[config.mk]
export PLATFORM = sky130hd
export DESIGN_NAME = mem_request_queue
export DESIGN_NICKNAME = d
export VERILOG_FILES = /design/src/rtl/mem_request_queue.sv
export SDC_FILE = /design/constraint.sdc
export NUM_CORES = 1
export LEC_CHECK = 0
export BUFFER_PORTS_ARGS = -buffer_cell sky130_fd_sc_hd__clkbuf_2
export CAP_MARGIN = 30
export CORE_MARGIN = 2
export CORE_UTILIZATION = 55
export CTS_CLUSTER_SIZE = 40
export DETAILED_ROUTE_END_ITERATION = 8
export PLACE_DENSITY = 0.78
export SYNTH_ARGS = -nofsm -noshare
export SYNTH_HDL_FRONTEND = slang
export SYNTH_SLANG_ARGS = --single-unit
[constraint.sdc]
create_clock -name clk_in -period 14 [get_ports clk_in]
set_clock_uncertainty 0.2 [all_clocks]
set_input_delay 2.1 -clock clk_in [delete_from_list [all_inputs] [get_ports clk_in]]
set_output_delay 2.1 -clock clk_in [all_outputs]
set_load 0.005 [all_outputs]
[src/rtl/mem_request_queue.sv]
// Load/store request FIFO in front of the cache data port: issues the head entry
// over the need_data/data_ready handshake and returns tagged load results.
module mem_request_queue #(
  parameter int unsigned DEPTH = 8,
  parameter int unsigned TAG_W = 4
) (
  input  logic             clk_in,
  input  logic             rst_in,
  input  logic             rdy_in,
  input  logic             rob_clear,
  input  logic             enq_valid,
  output logic             enq_full,
  input  logic             enq_is_write,
  input  logic [31:0]      enq_addr,
  input  logic [2:0]       enq_type,
  input  logic [31:0]      enq_wdata,
  input  logic [TAG_W-1:0] enq_tag,
  output logic             need_data,
  output logic             is_write,
  output logic [31:0]      data_addr,
  output logic [2:0]       work_type,
  output logic [31:0]      data_in,
  input  logic             data_ready,
  input  logic [31:0]      data_out,
  output logic             res_valid,
  output logic [TAG_W-1:0] res_tag,
  output logic [31:0]      res_data
);

  localparam int unsigned PTR_W = $clog2(DEPTH);
  localparam int unsigned CNT_W = PTR_W + 1;
  localparam logic [CNT_W-1:0] FULL_CNT = CNT_W'(DEPTH);

  typedef enum logic [1:0] {
    S_IDLE,
    S_REQ,
    S_GAP
  } state_t;

  state_t r_state;
  state_t w_state_next;

  logic [PTR_W-1:0] r_head;
  logic [PTR_W-1:0] r_tail;
  logic [CNT_W-1:0] r_count;
  logic [CNT_W-1:0] w_count_next;
  logic             r_full;

  logic [DEPTH-1:0] r_ent_write;
  logic [DEPTH-1:0] r_ent_kill;
  logic [31:0]      r_ent_addr  [DEPTH];
  logic [2:0]       r_ent_type  [DEPTH];
  logic [31:0]      r_ent_wdata [DEPTH];
  logic [TAG_W-1:0] r_ent_tag   [DEPTH];

  logic             r_need_data;
  logic             r_is_write;
  logic [31:0]      r_data_addr;
  logic [2:0]       r_work_type;
  logic [31:0]      r_data_in;
  logic             r_res_valid;
  logic [TAG_W-1:0] r_res_tag;
  logic [31:0]      r_res_data;

  logic             w_not_empty;
  logic             w_pop;
  logic             w_issue;
  logic             w_result;
  logic             w_enq;
  logic [31:0]      w_wdata_masked;

  assign w_not_empty = (r_count != '0);

  always_comb begin
    w_state_next = r_state;
    w_pop        = 1'b0;
    w_issue      = 1'b0;
    w_result     = 1'b0;
    case (r_state)
      S_IDLE: begin
        if (w_not_empty) begin
          if (r_ent_kill[r_head]) begin
            w_pop = 1'b1;
          end else begin
            w_issue      = 1'b1;
            w_state_next = S_REQ;
          end
        end
      end
      S_REQ: begin
        if (data_ready) begin
          w_pop        = 1'b1;
          w_state_next = S_GAP;
          // Kill bit covers earlier clears; rob_clear covers one landing with the completion.
          w_result     = !r_ent_write[r_head] && !r_ent_kill[r_head] && !rob_clear;
        end
      end
      S_GAP: begin
        w_state_next = S_IDLE;
      end
      default: begin
        w_state_next = S_IDLE;
      end
    endcase
  end

  // A pop in the same cycle frees a slot, so a full queue may still accept.
  assign w_enq = enq_valid && !rob_clear && ((r_count < FULL_CNT) || w_pop);

  always_comb begin
    w_count_next = r_count;
    if (w_enq && !w_pop) begin
      w_count_next = r_count + CNT_W'(1);
    end else if (!w_enq && w_pop) begin
      w_count_next = r_count - CNT_W'(1);
    end
  end

  always_comb begin
    w_wdata_masked = enq_wdata;
    case (enq_type[1:0])
      2'b00:   w_wdata_masked = {24'd0, enq_wdata[7:0]};
      2'b01:   w_wdata_masked = {16'd0, enq_wdata[15:0]};
      default: w_wdata_masked = enq_wdata;
    endcase
  end

  always_ff @(posedge clk_in) begin
    if (rst_in) begin
      r_state <= S_IDLE;
    end else if (rdy_in) begin
      r_state <= w_state_next;
    end
  end

  always_ff @(posedge clk_in) begin
    if (w_enq && rdy_in && !rst_in) begin
      r_ent_addr[r_tail]  <= enq_addr;
      r_ent_type[r_tail]  <= enq_type;
      r_ent_wdata[r_tail] <= w_wdata_masked;
      r_ent_tag[r_tail]   <= enq_tag;
    end
  end

  always_ff @(posedge clk_in) begin
    if (rst_in) begin
      r_head      <= '0;
      r_tail      <= '0;
      r_count     <= '0;
      r_full      <= 1'b0;
      r_ent_write <= '0;
      r_ent_kill  <= '0;
      r_need_data <= 1'b0;
      r_is_write  <= 1'b0;
      r_data_addr <= '0;
      r_work_type <= '0;
      r_data_in   <= '0;
      r_res_valid <= 1'b0;
      r_res_tag   <= '0;
      r_res_data  <= '0;
    end else if (rdy_in) begin
      if (w_enq) begin
        r_ent_write[r_tail] <= enq_is_write;
        r_ent_kill[r_tail]  <= 1'b0;
        r_tail              <= r_tail + PTR_W'(1);
      end
      // Enqueue is blocked during a clear, so this never collides with the write above.
      if (rob_clear) begin
        r_ent_kill <= r_ent_kill | ~r_ent_write;
      end
      if (w_pop) begin
        r_head <= r_head + PTR_W'(1);
      end
      r_count <= w_count_next;
      r_full  <= (w_count_next == FULL_CNT);

      if (w_issue) begin
        r_need_data <= 1'b1;
        r_is_write  <= r_ent_write[r_head];
        r_data_addr <= r_ent_addr[r_head];
        r_work_type <= r_ent_type[r_head];
        r_data_in   <= r_ent_wdata[r_head];
      end else if (r_state == S_REQ && data_ready) begin
        r_need_data <= 1'b0;
      end

      r_res_valid <= w_result;
      if (w_result) begin
        r_res_tag  <= r_ent_tag[r_head];
        r_res_data <= data_out;
      end
    end
  end

  assign enq_full  = r_full;
  assign need_data = r_need_data;
  assign is_write  = r_is_write;
  assign data_addr = r_data_addr;
  assign work_type = r_work_type;
  assign data_in   = r_data_in;
  assign res_valid = r_res_valid;
  assign res_tag   = r_res_tag;
  assign res_data  = r_res_data;

endmodule

Word level (Yosys, flattened, before mapping):

Memory sizes are Yosys's and may differ from the RTL's. A register that Yosys moved wholly into a read port is not among the register bits.
Cells that the tools add are included.

* bitwise gates (word level): 4
* mux-type cells: 29
* magnitude comparators: 4
* equal/unequal tests: 6
* add/subtract/negate cells: 4
* reductions and logical operators: 29

Operators with widths (number)
* $pmux 32 s2: 1
* $mux 8: 2
* $not 8->8: 2
* $mux 1: 15
* $reduce_and 2->1: 6
* $logic_and 1x1->1: 10
* $and 8x8->8: 1
* $bwmux 8: 1
* $lt 3x4->1 const B: 2
* $mux 4: 2
* $or 8x8->8: 1
* $add 3x1->3 const B: 2
* $bmux 1 s3: 2
* $logic_not 1->1: 6
* $mux 2: 3
* $ne 2x2->1 const B: 3
* $add 4x1->4 const B: 1
* $eq 2x1->1 const B: 2
* $eq 4x4->1 const B: 1
* $logic_not 2->1: 2
* $lt 4x4->1 const B: 1
* $pmux 2 s2: 1
* $reduce_and 4->1: 1
* $reduce_bool 2->1: 2
* other kinds (6): 6

* output and inout bits: 107
* flip-flop bits (word level): 64
* input port bits: 110
* logic and storage cells: 91
* memories kept: 4
* memory bits (writable): 568

Memory list
* r_ent_addr: words 8, bits a word 32, read ports 1, clocked after memory_dff 1, wr ports 1, RTL line 51 `logic [31:0] r_ent_addr [DEPTH];`
* r_ent_wdata: words 8, bits a word 32, read ports 1, clocked after memory_dff 1, wr ports 1, RTL line 53 `logic [31:0] r_ent_wdata [DEPTH];`
* r_ent_tag: words 8, bits a word 4, read ports 1, clocked after memory_dff 1, wr ports 1, RTL line 54 `logic [TAG_W-1:0] r_ent_tag [DEPTH];`
* r_ent_type: words 8, bits a word 3, read ports 1, clocked after memory_dff 1, wr ports 1, RTL line 52 `logic [2:0] r_ent_type [DEPTH];`

Longest topological paths before layout:

* depth after elaboration: 12
* mapped depth: 11
* gate-level depth less buffers: 8

Worst setup path before layout:

OpenSTA, ideal clock, no wires.

* path kind: in2reg
* start point: input data_ready
* end point: memory r_ent_addr[4][0], enable pin
* cell stages on the path: 8
* library setup time: 675 ps
* buffers on the path: 2
* arrival: 9953 ps
* slack: 3172 ps
* required time: 13125 ps
* cells stage by stage: nand2_1 > nor2_1 > a41oi_2 > buf_2 > a21oi_2 > buf_2 > nand2_1 > nor4_1

* word-level cells in the longest chain between the ends: 8

RTL lines
* from (decl): RTL line 23 `input logic data_ready,`
* $mux 1: RTL line 91 `if (data_ready) begin`
* $pmux 1 s2: RTL line 79 `case (r_state)`
* $logic_or 1x1->1: RTL line 108 `assign w_enq = enq_valid && !rob_clear && ((r_count < FULL_CNT) || w_pop);`
* $logic_and 1x1->1: RTL line 108
* $logic_and 1x1->1 (2 in series): RTL line 137 `if (w_enq && rdy_in && !rst_in) begin`
* $mux 1: RTL line 137
* $mux 1 (not written as such): RTL line 138 `r_ent_addr[r_tail] <= enq_addr;`
* to (decl): RTL line 51

No other way between the ends.

Final worst setup path:

* start point: input data_ready
* end point: memory r_ent_addr[1][31], enable pin

The elaborated chain is that of the path after synthesis.

==> out/metrics.csv <==
metric,value,unit
status,finished clean,
post-synth net total,1548,
CP startpoint kind,primary input,
synthesized area per cell,18.5,um2
Max H-tree Level,3,
"commonest cells after routing, fill and taps aside","edfxtp_1, clkbuf_2, mux4_2",
CP peak stage delay,0.70,ns
cell mode on critical path,nand2_1,
Final Critical Period,4.99,ns
CP Max Fanout,31,
Syn. warnings,0,
Core Area,47600,um2
drt first pass iters,5,
Crit Path Class,in -> reg,
All-Layer GR Usage,0.228,
Post-CTS Resized,0,
Initial DRC Count,1276,
Post-DRT Antenna Nets,0,
Final Instance Count excl. Fillers,2331,
CTS tree,yes,
total grt overflow,0,
"top cells by area, synth","edfxtp_1, mux4_2, dfxtp_1",
global-route wire length before repair,85000,um
overall die height,224,um
share of layout cells above drive strength 1,0.293,
#FFs+latches synth,703,
final WL,56100,um
period utilization,0.357,
DRC violations left,0,
DP Area,28200,um2
cell area after layout,30600,um2
Slew @ Worst Pin,0.984,ns
post-synth top area cell,edfxtp_1,
Layout Area Growth over Synthesis,15.4,%
number of global-route vias before repair,14336,
Worst Hold Depth,2,
Chip Width,224,um
Worst R2R Start,r_head[0]$_SDFFE_PP0P_,
Post-Route Setup TNS,0,ns
antenna violations before repair,9,
Lkg Pwr,9.97,nW
Post-DP HPWL,30100,um
dominant delay contributor by cell family on the critical path,simple AND/OR/NAND/NOR gates,
pwr/cell area,145,nW/um2
dominant synthesized flop cell,edfxtp_1,
min-delay src,res_data[25]$_SDFFE_PP0P_,
Clock Tree Buf Depth,3,
"Cell Area, Synth",26500,um2
Fillers,3136,
Netlist cell types,50,
WL/cell,24.1,um
Rel. slew slack,0.344,
Cells after DPL,2194,
r2r setup slk,9.57,ns
worst path required time,14.09,ns
root buffer cell,clkbuf_16,
Via-to-Cell Ratio,5.97,
share of the synthesized area in the top cell type,0.643,
"most common cell after layout, fill and taps aside",edfxtp_1,
Arrival @ worst endpoint,5.08,ns
Starting Density,0.557,
cell count after synthesis,1434,
routability cong.,0.802,
RSZ-0062 raised after global routing,false,
cells on worst reg2reg path,8,
sequential area share after synthesis,0.744,
pin count of the biggest net entering global routing,119,
I/O Pins,217,
Storage cell area,19800,um2
CP endpoint kind,flop,
nets@finish,1769,
Pins Over Slew Limit,0,
Total Power,4.44,mW
Hold Crit Class,reg -> reg,
peak supply drop,0.0000980,V
# port buffers,216,
FMAX,200,MHz
hold buffers post-CTS,0,
area of the multi-input gates,6410,um2
die area,50000,um2
CTS Sinks,703,
end of the worst hold path,res_data[25]$_SDFFE_PP0P_,
# Max-Cap Violations,0,
Fin Hold WS,0.256,ns
clk slew on worst S/H paths,0.06,ns
Setup Viol. Count Final,0,
cells along the critical path,clkbuf_2 > nand2_1 > nor2_1 > a41oi_2 > a21oi_2 > nand2_1 > nor2_4 > buf_4 > buf_12,
TritonCTS buffer count,69,
Async SR Flop Fraction,0,
Post-synth EDFFs,568,
total number of vias,13922,
Clock Latency Late Sink,0.62,ns
CP max stage cell,a21oi_2,
Crit Reg-Reg Endpoint,r_ent_addr[1][31]$_DFFE_PP_,
crit path launch,data_ready,
Post CTS Setup Buffer Count,0,
Worst Path Buf+Inv,3,
endpoints failing hold,0,
# rows,80,
final cells by class:
class,instances,share of cell area
multi-input combinational,634,0.209
inverter,4,0.000490
clock buffer,86,0.0588
clock inverter,41,0.0152
tap,615,0.0251
sequential,703,0.645
antenna,5,0.000408
timing repair buffer,243,0.0458
layer usage:
layer | track usage | wire [um] | vias up | share of wire
met2 | 0.380 | 28500 | 558 | 0.51
met5 | 0 | 48 | - | 0.00086
met4 | 0.0828 | 1100 | 8 | 0.020
met1 | 0.299 | 22800 | 7124 | 0.41
li1 | - | - | 6141 | -
met3 | 0.0475 | 3670 | 91 | 0.065
Yosys cell counts, types with 17 or more instances:
cell type  number
a211oi_1       73
a21oi_1        39
and2_1         17
buf_2          31
clkbuf_1       48
dfxtp_1       135
edfxtp_1      568
mux2i_1        87
mux4_2        144
nand2_1        75
nor2_1        111
kinds of logic after synthesis:
logic type,count (synthesis),share of synthesized area
xor gates and xnor gates,9,0.00297
muxes,233,0.156
and+or+nand+nor,255,0.0436
buffers and inverters,97,0.0167
DFF,703,0.744
adders and majority gates,4,0.00189
AOI/OAI and AO/OA,133,0.0347
report_power, final:
| part | switching [mW] | internal (mW) | leakage, nW |
|---|---|---|---|
| sequential | 0.0312 | 2.29 | 6.23 |
| combinational | 0.145 | 0.119 | 2.64 |
| clock | 0.776 | 1.07 | 1.09 |
registers in the layout, summed over array words and instances, names as in the netlist, 24 cells and up:
name         count
data_addr       32
data_in         32
r_ent_addr     256
r_ent_tag       32
r_ent_type      24
r_ent_wdata    256
res_data        32
worst reg2reg max path, stage by stage (launching register included):
cell and delay (ns):
dfxtp_4 0.79, mux2i_1 0.18, a22oi_1 0.32, a41oi_2 0.34, a21oi_2 0.70, nand2_1 0.27, nor2_4 0.43, buf_4 0.53
buf_12 0.30
worst max path at each step:
stage	end	cells after the start	slack [ns]
2_1_floorplan	r_ent_addr[4][0]$_DFFE_PP_	8	3.17
3_3_place_gp	r_ent_wdata[1][28]$_DFFE_PP_	8	8.49
3_5_place_dp	r_ent_wdata[1][28]$_DFFE_PP_	8	8.37
4_1_cts	r_ent_type[1][2]$_DFFE_PP_	8	8.97
5_1_grt	r_ent_wdata[1][30]$_DFFE_PP_	9	8.82
6_report	r_ent_addr[1][31]$_DFFE_PP_	9	9.01
per-stage QoR:
step	setup WS [ns]	utilization
CTS	8.97	0.640
finish	9.01	0.643
detailed placement	8.37	0.593
floorplan	3.17	-
global placement	8.49	0.592
global route	8.82	0.643
Power figures use the tool's default switching activity.
